### src/rtl/axi_to_apb_bridge.sv
// rtl/axi_to_apb_bridge.sv - single-beat AXI4 slave to APB master bridge; optional macro APB_TIMEOUT_EN bounds the ACCESS wait
module axi_to_apb_bridge #(
    parameter int AXI_ADDR_WIDTH = 32,
    parameter int AXI_DATA_WIDTH = 32,
    parameter int AXI_ID_WIDTH   = 4,
    parameter int APB_ADDR_WIDTH = 32,
    parameter int APB_DATA_WIDTH = 32,
    parameter int TIMEOUT_CYCLES = 255
) (
    input  logic                        sys_clk_i,
    input  logic                        rst_n_i,
    input  logic [AXI_ID_WIDTH-1:0]     aw_id_i,
    input  logic [AXI_ADDR_WIDTH-1:0]   aw_addr_i,
    input  logic [7:0]                  aw_len_i,
    input  logic                        aw_valid_i,
    output logic                        aw_ready_o,
    input  logic [AXI_DATA_WIDTH-1:0]   w_data_i,
    input  logic [AXI_DATA_WIDTH/8-1:0] w_strb_i,
    input  logic                        w_last_i,
    input  logic                        w_valid_i,
    output logic                        w_ready_o,
    output logic [AXI_ID_WIDTH-1:0]     b_id_o,
    output logic [1:0]                  b_resp_o,
    output logic                        b_valid_o,
    input  logic                        b_ready_i,
    input  logic [AXI_ID_WIDTH-1:0]     ar_id_i,
    input  logic [AXI_ADDR_WIDTH-1:0]   ar_addr_i,
    input  logic [7:0]                  ar_len_i,
    input  logic                        ar_valid_i,
    output logic                        ar_ready_o,
    output logic [AXI_ID_WIDTH-1:0]     r_id_o,
    output logic [AXI_DATA_WIDTH-1:0]   r_data_o,
    output logic [1:0]                  r_resp_o,
    output logic                        r_last_o,
    output logic                        r_valid_o,
    input  logic                        r_ready_i,
    output logic [APB_ADDR_WIDTH-1:0]   paddr_o,
    output logic                        psel_o,
    output logic                        penable_o,
    output logic                        pwrite_o,
    output logic [AXI_DATA_WIDTH-1:0]   pwdata_o,
    output logic [AXI_DATA_WIDTH/8-1:0] pstrb_o,
    output logic [2:0]                  pprot_o,
    input  logic                        pready_i,
    input  logic [AXI_DATA_WIDTH-1:0]   prdata_i,
    input  logic                        pslverr_i
);

    localparam logic [2:0] S_IDLE   = 3'd0;
    localparam logic [2:0] S_SETUP  = 3'd1;
    localparam logic [2:0] S_ACCESS = 3'd2;
    localparam logic [2:0] S_WDRAIN = 3'd3;
    localparam logic [2:0] S_WRESP  = 3'd4;
    localparam logic [2:0] S_RRESP  = 3'd5;

    localparam int STRB_WIDTH = AXI_DATA_WIDTH / 8;

    localparam logic [1:0] RESP_OKAY   = 2'b00;
    localparam logic [1:0] RESP_SLVERR = 2'b10;

    // Reject parameter sets the datapath cannot represent.
    if (AXI_DATA_WIDTH != APB_DATA_WIDTH || APB_ADDR_WIDTH > AXI_ADDR_WIDTH || TIMEOUT_CYCLES < 1) begin : g_bad_cfg
        $error("axi_to_apb_bridge: invalid parameter set");
    end

    logic [2:0]                state;
    logic                      last_write;   // 1 when the most recent completed grant was a write
    logic [AXI_ID_WIDTH-1:0]   id_q;
    logic [APB_ADDR_WIDTH-1:0] addr_q;
    logic [AXI_DATA_WIDTH-1:0] wdata_q;
    logic [STRB_WIDTH-1:0]     strb_q;
    logic [AXI_DATA_WIDTH-1:0] rdata_q;
    logic                      wr_q;
    logic [1:0]                resp_q;
    logic [7:0]                beats_q;      // read beats still owed after the current one

    logic idle;
    logic wr_elig;
    logic rd_elig;
    logic grant_wr;
    logic grant_rd;
    logic apb_active;
    logic tmo_hit;

    assign idle     = (state == S_IDLE);
    assign wr_elig  = aw_valid_i & w_valid_i;
    assign rd_elig  = ar_valid_i;
    // On a tie the side that did not go last wins.
    assign grant_wr = idle & wr_elig & (~rd_elig | ~last_write);
    assign grant_rd = idle & rd_elig & ~grant_wr;

    assign aw_ready_o = grant_wr;
    assign w_ready_o  = grant_wr | (state == S_WDRAIN);
    assign ar_ready_o = grant_rd;

    assign apb_active = (state == S_SETUP) | (state == S_ACCESS);
    assign psel_o     = apb_active;
    assign penable_o  = (state == S_ACCESS);
    assign pwrite_o   = apb_active & wr_q;
    assign paddr_o    = addr_q;
    assign pwdata_o   = wdata_q;
    assign pstrb_o    = strb_q;
    assign pprot_o    = 3'b000;

    assign b_valid_o = (state == S_WRESP);
    assign b_id_o    = id_q;
    assign b_resp_o  = resp_q;
    assign r_valid_o = (state == S_RRESP);
    assign r_id_o    = id_q;
    assign r_data_o  = rdata_q;
    assign r_resp_o  = resp_q;
    assign r_last_o  = (state == S_RRESP) & (beats_q == 8'd0);

`ifdef APB_TIMEOUT_EN
    localparam int TMO_WIDTH = $clog2(TIMEOUT_CYCLES + 1);

    logic [TMO_WIDTH-1:0] tmo_cnt;

    // The last stalled ACCESS cycle before the limit is the one that gives up.
    assign tmo_hit = (state == S_ACCESS) & ~pready_i & (tmo_cnt == TMO_WIDTH'(TIMEOUT_CYCLES - 1));

    // Count ACCESS cycles; SETUP always precedes ACCESS, so clearing there restarts each transfer.
    always_ff @(posedge sys_clk_i or negedge rst_n_i) begin
        if (!rst_n_i) begin
            tmo_cnt <= '0;
        end else if (state == S_SETUP) begin
            tmo_cnt <= '0;
        end else if (state == S_ACCESS) begin
            tmo_cnt <= tmo_cnt + 1'b1;
        end
    end
`else
    assign tmo_hit = 1'b0;
`endif

    // Main transaction sequencer: arbitration, capture, APB phases and AXI responses.
    always_ff @(posedge sys_clk_i or negedge rst_n_i) begin
        if (!rst_n_i) begin
            state      <= S_IDLE;
            last_write <= 1'b0;
            id_q       <= '0;
            addr_q     <= '0;
            wdata_q    <= '0;
            strb_q     <= '0;
            rdata_q    <= '0;
            wr_q       <= 1'b0;
            resp_q     <= RESP_OKAY;
            beats_q    <= '0;
        end else begin
            case (state)
                S_IDLE: begin
                    if (grant_wr) begin
                        id_q   <= aw_id_i;
                        addr_q <= aw_addr_i[APB_ADDR_WIDTH-1:0];
                        wr_q   <= 1'b1;
                        if (aw_len_i == 8'd0) begin
                            wdata_q <= w_data_i;
                            strb_q  <= w_strb_i;
                            state   <= S_SETUP;
                        end else begin
                            wdata_q <= '0;
                            strb_q  <= '0;
                            resp_q  <= RESP_SLVERR;
                            state   <= w_last_i ? S_WRESP : S_WDRAIN;
                        end
                    end else if (grant_rd) begin
                        id_q    <= ar_id_i;
                        addr_q  <= ar_addr_i[APB_ADDR_WIDTH-1:0];
                        wr_q    <= 1'b0;
                        wdata_q <= '0;
                        strb_q  <= '0;
                        if (ar_len_i == 8'd0) begin
                            state <= S_SETUP;
                        end else begin
                            rdata_q <= '0;
                            resp_q  <= RESP_SLVERR;
                            beats_q <= ar_len_i;
                            state   <= S_RRESP;
                        end
                    end
                end
                S_SETUP: begin
                    state <= S_ACCESS;
                end
                S_ACCESS: begin
                    if (pready_i) begin
                        resp_q  <= pslverr_i ? RESP_SLVERR : RESP_OKAY;
                        rdata_q <= wr_q ? '0 : prdata_i;
                        beats_q <= '0;
                        state   <= wr_q ? S_WRESP : S_RRESP;
                    end else if (tmo_hit) begin
                        resp_q  <= RESP_SLVERR;
                        rdata_q <= '0;
                        beats_q <= '0;
                        state   <= wr_q ? S_WRESP : S_RRESP;
                    end
                end
                S_WDRAIN: begin
                    if (w_valid_i && w_last_i) begin
                        state <= S_WRESP;
                    end
                end
                S_WRESP: begin
                    if (b_ready_i) begin
                        last_write <= 1'b1;
                        state      <= S_IDLE;
                    end
                end
                S_RRESP: begin
                    if (r_ready_i) begin
                        if (beats_q == 8'd0) begin
                            last_write <= 1'b0;
                            state      <= S_IDLE;
                        end else begin
                            beats_q <= beats_q - 8'd1;
                        end
                    end
                end
                default: begin
                    state <= S_IDLE;
                end
            endcase
        end
    end

endmodule

### config.mk
export PLATFORM = sky130hd
export DESIGN_NAME = axi_to_apb_bridge
export DESIGN_NICKNAME = d
export VERILOG_FILES = /design/src/rtl/axi_to_apb_bridge.sv
export SDC_FILE = /design/constraint.sdc
export NUM_CORES = 1
export LEC_CHECK = 0
export ABC_CLOCK_PERIOD_IN_PS = 2500
export BUFFER_PORTS_ARGS = -buffer_cell sky130_fd_sc_hd__buf_2
export CELL_PAD_IN_SITES_DETAIL_PLACEMENT = 1
export CELL_PAD_IN_SITES_GLOBAL_PLACEMENT = 1
export CORE_MARGIN = 10
export CORE_UTILIZATION = 33
export DETAILED_ROUTE_END_ITERATION = 12
export PLACE_DENSITY_LB_ADDON = 0.2
export SYNTH_ARGS = -nofsm -noshare
export SYNTH_HDL_FRONTEND = slang
export SYNTH_SLANG_ARGS = --single-unit
### constraint.sdc
create_clock -name sys_clk_i -period 2.5 [get_ports sys_clk_i]
set_input_delay 0.5 -clock sys_clk_i [delete_from_list [all_inputs] [get_ports sys_clk_i]]
set_output_delay 0.5 -clock sys_clk_i [all_outputs]
set_load 0.005 [all_outputs]
==> results.json <==
{
  "cts_setup_buffers": 0,
  "place_congestion": 0.886,
  "areaGrowthSynthToFinish_pct": 41.9,
  "fill_cells": 1909,
  "row_count": 46,
  "grt_max_degree": 87,
  "fmax_mhz": 419,
  "synth_flop_cell": "dfrtp_1",
  "ant_nets": 0,
  "dp_hpwl_mm": 15.6,
  "crit_chain": "buf_4 -> nor3_4 -> nand3_2 -> inv_1 -> buf_2",
  "critPathMaxStageDelay_ns": 0.50,
  "min_period_over_period": 0.955,
  "syn_area_per_cell_um2": 10.4,
  "drv_cap": 0,
  "ys_types": 42,
  "grt_antenna_before_repair": 5,
  "cts.sink_count": 118,
  "synth_area_mm2": 0.00544,
  "wire_per_inst_um": 19.8,
  "grt_pass1_vias": 5615,
  "setup_tns_ns": 0,
  "synthTopCellsByArea": "dfrtp_1 54%, mux2i_1 7.0%, nand2_1 5.9%, a22o_1 5.8%, o31ai_1 5.4%",
  "synth-edff-count": 0,
  "grtUsageTotal": 0.180,
  "tritoncts": "done",
  "end_kind": "primary output",
  "layout-drive-gt1-share": 0.426,
  "firstDrtPassIters": 6,
  "overflow": 0,
  "yosysSeqAreaShare": 0.543,
  "clockRootBuffer": "clkbuf_16",
  "finalNetCount": 963,
  "ys_ff_latch": 118,
  "regArea_mm2": 0.00295,
  "finalWirelength_mm": 20.3,
  "grt_pass1_wl_mm": 31.4,
  "final-setup-viol-count": 0,
  "relSlewSlack": 0.513,
  "synth_common_cells": "118 x dfrtp_1, 85 x nand2_1, 57 x o21ai_0, 39 x o31ai_1, 38 x mux2i_1",
  "drtIter0Drc": 218,
  "cpMaxStageDelayCell": "dfrtp_1",
  "initial_utilization": 0.340,
  "port_buffers": 284,
  "cts_buffers": 17,
  "core-area_mm2": 0.0160,
  "yosysTopAreaCell": "dfrtp_1",
  "die_y_um": 148,
  "clk_latency_ns": 0.42,
  "finClkSkew_ns": 0.00486,
  "synthArstFlopShare": 1.00,
  "path_max_fanout": 8,
  "rsz0062_at_grt": "false",
  "cp_data_required_time_ns": 2.00,
  "power_per_cell_area_mw_per_mm2": 1060,
  "finalHoldViolations": 0,
  "synth_top_area_frac": 0.543,
  "worst_hold_path_type": "in2async",
  "leakage_nw": 4.22,
  "cp.arrival_ns": 1.89,
  "multi_input_area_mm2": 0.00226,
  "h-tree-depth": 4,
  "startpoint_type": "flip-flop",
  "dieWidth_um": 148,
  "status": "finished, final reports clean",
  "total_power_mw": 8.21,
  "period_needed_ns": 2.39,
  "synth.most_common_cell": "dfrtp_1",
  "path_class": "reg2out",
  "tightest_slew_ns": 0.731,
  "synthCells": 524,
  "ir_drop_uv": 449,
  "io_pins": 290,
  "clk_pin_slew_worst_paths_ns": 0.06,
  "drv_slew": 0,
  "ys_warn_count": 0,
  "dieArea_mm2": 0.0220,
  "drc": 0,
  "vias": 5097,
  "cts_buffer_depth": 2,
  "vias_per_cell": 4.97
}
==> registers in the layout (all words and copies together) (netlist names) <==
| signal | flops |
|---|---|
| state | 3 |
| wr_q | 1 |
| pwdata_o | 32 |
| b_resp_o | 1 |
| r_data_o | 32 |
| b_id_o | 4 |
| last_write | 1 |
| pstrb_o | 4 |
| beats_q | 8 |
| paddr_o | 32 |
==> cells in the final DEF, fill, tap and decap left out, types with 2 or more instances in the layout <==
cell type,netlist,layout
and2_1,4,4
nor3_1,2,2
inv_8,0,2
nor4_1,6,6
a21oi_1,13,13
o31ai_1,39,39
buf_2,15,283
dfrtp_1,118,118
buf_4,10,8
inv_6,0,3
o21ai_1,20,18
bufinv_16,0,2
mux2i_1,38,38
nor2_2,1,2
clkbuf_16,0,17
ha_1,2,2
a32oi_1,2,2
conb_1,1,5
o21ai_0,57,57
nand2b_1,3,3
clkinv_4,0,5
clkinvlp_4,0,2
xnor2_1,2,2
o21ai_4,0,2
nand3_1,3,2
buf_12,0,6
nor2_1,11,10
mux2_4,2,2
inv_1,9,9
a31oi_1,2,2
diode_2,0,2
a22o_1,36,36
nor2b_1,3,3
nand2_1,85,85
==> report_power, final <==
part	internal, mW	switching (mW)
sequential	2.44	0.384
clock	1.49	0.969
combinational	1.16	1.76
total	5.09	3.11
==> critical path: cells and delay by family, from the launching register on <==
family | cells | cell delay [ns]
buffers and inverters | 3 | 0.51
and+or+nand+nor | 2 | 0.46
DFF | 1 | 0.50
==> logic make-up (layout without fill, tap and decap cells) <==
kind of cell | count (synthesis) | count (layout) | synth area share
compound gates | 176 | 176 | 0.214
buf+inv | 59 | 339 | 0.0511
fa+ha+maj | 2 | 2 | 0.00460
xor+xnor | 2 | 2 | 0.00322
flops | 118 | 118 | 0.543
simple gates | 126 | 126 | 0.107
other cells | 1 | 7 | 0.000690
mux | 40 | 40 | 0.0755
==> layout make-up <==
cell class	instances	share of cell area
well taps	216	0.0350
diodes	2	0.000648
inverters	10	0.00486
repair buffers	297	0.207
clock buffers	17	0.0551
clock inverters	15	0.0224
multi-input cells	351	0.293
flip-flops and latches	118	0.383
==> what timing repair did <==
action / in CTS / in global routing
pin swaps: 0 / 1
gates resized for setup: 1 / 0
endpoints found under the setup margin: 1 / 1
hold buffers: 0 / 0
==> metal layers <==
layer  up-vias  part of all wire  GRT usage
met4         2             0.018     0.0654
met2       187              0.52      0.316
met5         -           0.00064          0
met1      2460              0.39      0.193
met3        29             0.078     0.0713
li1       2419                 -          -
==> through the flow <==
stage                     cells  utilization  setup WS [ns]  area [um2]  hold slack, ns
final                      1026        0.482          0.113        7720           0.131
after global routing       1026        0.482        0.00182        7720           0.160
after CTS                  1024        0.482         0.0328        7710           0.142
after detailed placement    992        0.444          0.322        7110           0.466
after global placement      992        0.444          0.363        7110           0.460
after floorplan             528            -          0.653        5450           0.204
==> path summary, 6_finish.rpt <==
path                                   startpoint                  endpoint  slack, ns  cells past startpoint
max                          state[0]$_DFFE_PN0P_                aw_ready_o       0.11                      5
max in group asynchronous                 rst_n_i     b_id_o[3]$_DFFE_PN0P_       1.64                      2
min                                       rst_n_i  r_data_o[11]$_DFFE_PN0P_       0.13                      1
min in group sys_clk_i               w_data_i[13]  pwdata_o[13]$_DFFE_PN0P_       0.30                      2
min reg2reg                paddr_o[4]$_DFFE_PN0P_    paddr_o[4]$_DFFE_PN0P_       0.47                      2
max reg2reg                  state[2]$_DFFE_PN0P_  r_data_o[18]$_DFFE_PN0P_       0.36                      6
No activity file was read; power rests on OpenSTA's default activity.
